## src/rtl/tlk2711_link_test_ctrl.sv

```systemverilog
// TLK2711 receive link test sequencer: soft-resets the validator, waits for a
// clean lock window, runs a timed check and reports error statistics and a verdict.
module tlk2711_link_test_ctrl #(
  parameter int unsigned RST_CYCLES   = 16,
  parameter int unsigned LOCK_CYCLES  = 1024,
  parameter int unsigned LOCK_TIMEOUT = 1000000,
  parameter int unsigned CNT_WIDTH    = 16
) (
  input  logic                 clk,
  input  logic                 rst_n,
  input  logic                 i_start,
  input  logic                 i_abort,
  input  logic [31:0]          i_test_cycles,
  input  logic [CNT_WIDTH-1:0] i_err_threshold,
  input  logic [15:0]          i_err_mask,
  input  logic                 i_check_error,
  input  logic [3:0]           i_error_status,
  output logic                 o_soft_rst,
  output logic                 o_check_ena,
  output logic                 o_busy,
  output logic                 o_done,
  output logic                 o_pass,
  output logic                 o_lock_fail,
  output logic [CNT_WIDTH-1:0] o_err_cnt,
  output logic [15:0]          o_err_codes,
  output logic [3:0]           o_first_err_code,
  output logic [31:0]          o_first_err_cycle,
  output logic [2:0]           o_state
);

  localparam int unsigned RW = (RST_CYCLES   > 1) ? $clog2(RST_CYCLES)       : 1;
  localparam int unsigned LW = $clog2(LOCK_CYCLES + 1);
  localparam int unsigned TW = $clog2(LOCK_TIMEOUT + 1);

  typedef enum logic [2:0] {
    ST_IDLE  = 3'd0,
    ST_RESET = 3'd1,
    ST_LOCK  = 3'd2,
    ST_RUN   = 3'd3,
    ST_DONE  = 3'd4
  } state_t;

  state_t state, next_state;

  logic [31:0]          cfg_last;
  logic [CNT_WIDTH-1:0] cfg_thr;
  logic [15:0]          cfg_mask;

  logic [RW-1:0] rst_cnt;
  logic [LW-1:0] lock_cnt, lock_nxt;
  logic [TW-1:0] tmo_cnt, tmo_nxt;
  logic [31:0]   run_cnt;

  logic valid_err, start_ok, busy_st, lock_hit, tmo_hit, run_last, run_err;
  logic [CNT_WIDTH-1:0] err_cnt_nxt;

  logic soft_rst_d, check_ena_d, busy_d, done_d, pass_d, lock_fail_d;

  assign valid_err = i_check_error & ~cfg_mask[i_error_status];
  assign busy_st   = (state == ST_RESET) || (state == ST_LOCK) || (state == ST_RUN);
  assign start_ok  = ((state == ST_IDLE) || (state == ST_DONE)) && i_start && !i_abort;
  assign lock_nxt  = valid_err ? '0 : lock_cnt + LW'(1);
  assign tmo_nxt   = tmo_cnt + TW'(1);
  assign lock_hit  = (lock_nxt == LW'(LOCK_CYCLES));
  assign tmo_hit   = (tmo_nxt == TW'(LOCK_TIMEOUT));
  assign run_last  = (run_cnt == cfg_last);
  assign run_err   = (state == ST_RUN) && valid_err && !i_abort;

  assign err_cnt_nxt = (run_err && (o_err_cnt != '1)) ? o_err_cnt + CNT_WIDTH'(1) : o_err_cnt;
  assign o_state     = state;

  // State register
  always_ff @(posedge clk or negedge rst_n) begin
    if (!rst_n) state <= ST_IDLE;
    else        state <= next_state;
  end

  // Next-state logic; abort beats every other transition, lock beats timeout
  always_comb begin
    next_state = state;
    unique case (state)
      ST_IDLE, ST_DONE: begin
        if (start_ok) next_state = ST_RESET;
      end
      ST_RESET: begin
        if (i_abort)                                  next_state = ST_IDLE;
        else if (rst_cnt == RW'(RST_CYCLES - 1))      next_state = ST_LOCK;
      end
      ST_LOCK: begin
        if (i_abort)       next_state = ST_IDLE;
        else if (lock_hit) next_state = ST_RUN;
        else if (tmo_hit)  next_state = ST_DONE;
      end
      ST_RUN: begin
        if (i_abort)       next_state = ST_IDLE;
        else if (run_last) next_state = ST_DONE;
      end
      default: next_state = ST_IDLE;
    endcase
  end

  // Output decode from the next state so the flops below line up with state
  always_comb begin
    soft_rst_d  = (next_state == ST_RESET);
    check_ena_d = (next_state == ST_LOCK) || (next_state == ST_RUN);
    busy_d      = (next_state == ST_RESET) || (next_state == ST_LOCK) || (next_state == ST_RUN);
    done_d      = (next_state == ST_DONE);
    lock_fail_d = o_lock_fail;
    pass_d      = o_pass;
    if (start_ok) begin
      lock_fail_d = 1'b0;
    end else if ((state == ST_LOCK) && (next_state == ST_DONE)) begin
      lock_fail_d = 1'b1;
    end
    // Verdict is formed on DONE entry using the count including the final cycle
    if (next_state != ST_DONE) begin
      pass_d = 1'b0;
    end else if (state != ST_DONE) begin
      pass_d = (err_cnt_nxt <= cfg_thr) && (state != ST_LOCK);
    end
  end

  always_ff @(posedge clk or negedge rst_n) begin
    if (!rst_n) begin
      o_soft_rst  <= 1'b0;
      o_check_ena <= 1'b0;
      o_busy      <= 1'b0;
      o_done      <= 1'b0;
      o_pass      <= 1'b0;
      o_lock_fail <= 1'b0;
    end else begin
      o_soft_rst  <= soft_rst_d;
      o_check_ena <= check_ena_d;
      o_busy      <= busy_d;
      o_done      <= done_d;
      o_pass      <= pass_d;
      o_lock_fail <= lock_fail_d;
    end
  end

  // Configuration, phase counters and error statistics
  always_ff @(posedge clk or negedge rst_n) begin
    if (!rst_n) begin
      cfg_last          <= '0;
      cfg_thr           <= '0;
      cfg_mask          <= '0;
      rst_cnt           <= '0;
      lock_cnt          <= '0;
      tmo_cnt           <= '0;
      run_cnt           <= '0;
      o_err_cnt         <= '0;
      o_err_codes       <= '0;
      o_first_err_code  <= '0;
      o_first_err_cycle <= '1;
    end else if (start_ok) begin
      cfg_last          <= (i_test_cycles == '0) ? '0 : i_test_cycles - 32'd1;
      cfg_thr           <= i_err_threshold;
      cfg_mask          <= i_err_mask;
      rst_cnt           <= '0;
      lock_cnt          <= '0;
      tmo_cnt           <= '0;
      run_cnt           <= '0;
      o_err_cnt         <= '0;
      o_err_codes       <= '0;
      o_first_err_code  <= '0;
      o_first_err_cycle <= '1;
    end else if (busy_st && !i_abort) begin
      if (state == ST_RESET) rst_cnt <= rst_cnt + RW'(1);
      if (state == ST_LOCK) begin
        lock_cnt <= lock_nxt;
        tmo_cnt  <= tmo_nxt;
      end
      if (state == ST_RUN) begin
        run_cnt   <= run_cnt + 32'd1;
        o_err_cnt <= err_cnt_nxt;
        if (run_err) begin
          o_err_codes[i_error_status] <= 1'b1;
          // Count saturates rather than wraps, so zero means no error seen yet
          if (o_err_cnt == '0) begin
            o_first_err_code  <= i_error_status;
            o_first_err_cycle <= run_cnt;
          end
        end
      end
    end
  end

endmodule

```

## config.mk

```make
export PLATFORM = sky130hd
export DESIGN_NAME = tlk2711_link_test_ctrl
export DESIGN_NICKNAME = d
export VERILOG_FILES = /design/src/rtl/tlk2711_link_test_ctrl.sv
export SDC_FILE = /design/constraint.sdc
export NUM_CORES = 1
export LEC_CHECK = 0
export ABC_AREA = 1
export BUFFER_PORTS_ARGS = -buffer_cell sky130_fd_sc_hd__buf_4
export CAP_MARGIN = 20
export CORE_UTILIZATION = 38
export CTS_BUF_LIST = sky130_fd_sc_hd__clkbuf_4 sky130_fd_sc_hd__clkbuf_8
export CTS_CLUSTER_SIZE = 16
export DETAILED_ROUTE_END_ITERATION = 8
export PLACE_DENSITY = 0.65
export SLEW_MARGIN = 5
export SYNTH_ARGS = -nofsm -noshare
export SYNTH_HDL_FRONTEND = slang
export SYNTH_SLANG_ARGS = --single-unit
```

## constraint.sdc

```tcl
create_clock -name clk -period 3.2 [get_ports clk]
set_clock_uncertainty 0.15 [all_clocks]
set_input_delay 0.64 -clock clk [delete_from_list [all_inputs] [get_ports clk]]
set_output_delay 0.64 -clock clk [all_outputs]
set_load 0.1 [all_outputs]
```

==> flow_summary.json <==
{
  "insertion_delay_ps": 530,
  "syn_to_final_growth_pct": 24.7,
  "wl_per_cell_um": 14.6,
  "finalNonFillerCells": 2159,
  "antenna_found_initial": 0,
  "syn_nets": 1622,
  "tightest_slew_ps": 778,
  "worstPathMaxFanout": 16,
  "syn_avg_cell_area_um2": 7.65,
  "synth-edff-count": 0,
  "grt_pass1_wl_um": 51600,
  "max_clock_freq_ghz": 0.332,
  "whs_path_depth": 3,
  "whs_ps": 152,
  "grt_start_max_net_pins": 101,
  "grt_pass1_vias": 10200,
  "critPathMostFrequentCell": "inv_1",
  "gp_congestion": 0.884,
  "clkSlewWorstSetupHoldPaths_ps": 60,
  "final_layout_size_suffix_gt1_share_pct": 22.0,
  "syn-instance-count": 1526,
  "crit_arrival_ps": 3260,
  "worstSetupPathType": "register to register",
  "r2r-end": "o_pass$_DFFE_PN0P_",
  "vias": 10600,
  "io_pins": 150,
  "drt-total-wl_um": 31500,
  "rows": 63,
  "final_common_cell": "nand2_1",
  "cts_tree": "built",
  "clockBufferDepth": 3,
  "cp-end-kind": "register",
  "setup_viol": 0,
  "final_cell_mix": "nand2_1, buf_4, inv_1",
  "power_density_nw_per_um2": 446,
  "relSlewSlack_pct": 48.1,
  "reg2reg_slack_ps": 190,
  "die_x_um": 177,
  "die_area_um2": 31400,
  "numClockSinks": 208,
  "start_kind": "register",
  "drt_iter0_markers": 669,
  "cap_viol_max_count": 0,
  "remaining_drc_errors": 0,
  "reg2reg_depth": 19,
  "leakagePower_uw": 0.00707,
  "die_h_um": 177,
  "period_share_pct": 94.2,
  "netlist.top_cell.by_area": "dfrtp_1",
  "ant_nets": 0,
  "status": "completed",
  "clockRootBuffer": "clkbuf_8",
  "slew_violations": 0,
  "synth-main-ff-cell": "dfrtp_1",
  "antenna_cells": 0,
  "viasPerCell": 4.91,
  "htree_levels": 2,
  "ys_ff_latch": 208,
  "synth_cell_type_count": 46,
  "async_flop_share_pct": 100,
  "start_util_pct": 39.0,
  "required_ps": 3450,
  "period_minus_slack_ps": 3010,
  "hold_violations": 0,
  "cp_slowest_cell": "dfrtp_4",
  "port_buffers": 149,
  "firstDrtPassIters": 5,
  "n_fill_cell": 2982,
  "core_area_um2": 30000,
  "hpwl_um": 23400,
  "power_uw": 6490,
  "synth_top_area_share_pct": 37.7,
  "dp_cells": 2084,
  "holdCritPathClass": "input port to register",
  "grt_overflow": 0,
  "irDropWorstVdd_mv": 0.284,
  "r2r_start": "o_err_cnt[0]$_DFFE_PN0P_",
  "seq_area_frac_synth_pct": 44.9,
  "hold_path_startpoint": "i_err_mask[7]",
  "cts_buffers": 38,
  "min_to": "cfg_mask[7]$_DFFE_PN0P_",
  "nets": 1835,
  "crit_chain": "ha_4 > inv_1 > nor3_4 > inv_2 > nor2_4 > nand3_2 > nand2_4 > inv_6 > buf_4 > o21ai_2 > inv_1 > ha_1 > nand4_1 > nor3_2 > o21ai_1 > nand3_1 > nand2_1 > a31oi_1 > a21oi_1",
  "synth_area_leaders": "dfrtp_1, nand2_1, dfstp_2, inv_1, nor2_1",
  "netlist_area_um2": 11700,
  "synth_warnings": 0,
  "grt_util_all_layers_pct": 20.5,
  "slowest_delay_ps": 420
}
what timing repair did:
action / 4_1_cts / 5_1_grt
hold buffers: 1 / 0
pin swaps: 0 / 7
setup endpoints to repair: 1 / 1
endpoints found under the hold margin: 49 / 0
buffers inserted: 0 / 4
gates resized for setup: 4 / 15
cloned: 0 / 0
critical path, delay by kind of cell, from the launching register on:
kind	cells	cell delay [ps]
AND/OR/NAND/NOR	8	1040
buffers and inverters	5	420
AO/OA/AOI/OAI	4	440
adder cells (fa/ha/maj)	2	430
flip-flops	1	420
cells by family (layout without fill, tap and decap cells):
kind of cell	Yosys count	after routing	share of synthesized area, %
flip-flops	208	208	44.9
adder cells (fa/ha/maj)	23	23	2.47
XOR/XNOR	73	73	5.48
AO/OA/AOI/OAI	188	188	9.35
buffers and inverters	255	498	8.61
AND/OR/NAND/NOR	779	779	29.2
cells in the mapped netlist (2+ instances only):
library cell	count
xor2_1	61
buf_6	3
nor2_2	5
nand2_1	371
a211oi_1	2
o21a_1	3
nand3_1	107
o21ai_0	78
o21ai_1	4
ha_1	23
nand2_4	2
buf_2	5
a21oi_2	21
dfrtp_1	176
nor4_1	17
nor3_2	2
o22a_1	2
nor2_8	2
o32ai_1	4
a21oi_1	57
inv_1	206
inv_2	3
clkbuf_1	31
xnor2_1	12
nand3b_1	13
nor2_1	183
o31ai_1	7
buf_4	3
dfstp_2	32
o22ai_1	7
nand4_1	29
or2_2	6
nor3_1	36
state kept, by name, summed over array words and instances, names as in the netlist, 3 cells and up:
name and count:
cfg_last 32, o_state 3, run_cnt 32, o_first_err_code 4, cfg_thr 16, o_err_cnt 16
cfg_mask 16, o_first_err_cycle 32, rst_cnt 4, lock_cnt 11, tmo_cnt 20, o_err_codes 16
final cells by class:
cell class,count,area (um2),area share [%]
Clock inverter,5,33.8,0.232
Timing Repair Buffer,216,1670,11.5
Inverter,212,811,5.57
Sequential cell,208,5270,36.2
Clock buffer,65,801,5.50
Tap cell,390,488,3.35
Multi-Input combinational cell,1063,5490,37.7
layer usage:
| layer | track usage [%] | vias up | share of wire [%] |
|---|---|---|---|
| li1 | - | 5326 | - |
| met1 | 28.5 | 4887 | 47 |
| met2 | 32.2 | 325 | 45 |
| met5 | 0 | - | 0 |
| met4 | 6.20 | 0 | 2.5 |
| met3 | 3.76 | 59 | 6.2 |
metrics by stage:
| stage | TNS (ps) | area, um2 | utilization (%) | setup slack, ps |
|---|---|---|---|---|
| floorplan | 0 | 11700 | - | 12.8 |
| global placement | -246 | 13600 | 45.5 | -246 |
| detailed placement | -378 | 13600 | 45.5 | -378 |
| CTS | 0 | 14500 | 48.4 | 6.98 |
| global route | -7.73 | 14600 | 48.6 | -7.73 |
| finish | 0 | 14600 | 48.6 | 187 |
power by group:
| group | internal, uW | total, uW | switching (uW) |
|---|---|---|---|
| combinational | 325 | 855 | 530 |
| sequential | 2830 | 2950 | 114 |
| clock | 1580 | 2690 | 1120 |
worst max path at each step:
stage,start,slack (ps),to
global route,o_err_cnt[0]$_DFFE_PN0P_,-8,o_pass$_DFFE_PN0P_
finish,o_err_cnt[0]$_DFFE_PN0P_,190,o_pass$_DFFE_PN0P_
detailed placement,i_error_status[0],-380,o_pass$_DFFE_PN0P_
global placement,i_error_status[0],-250,o_pass$_DFFE_PN0P_
CTS,o_err_cnt[0]$_DFFE_PN0P_,7,o_pass$_DFFE_PN0P_
floorplan,i_error_status[0],10,o_pass$_DFFE_PN0P_
No activity file was read; power rests on OpenSTA's default activity.
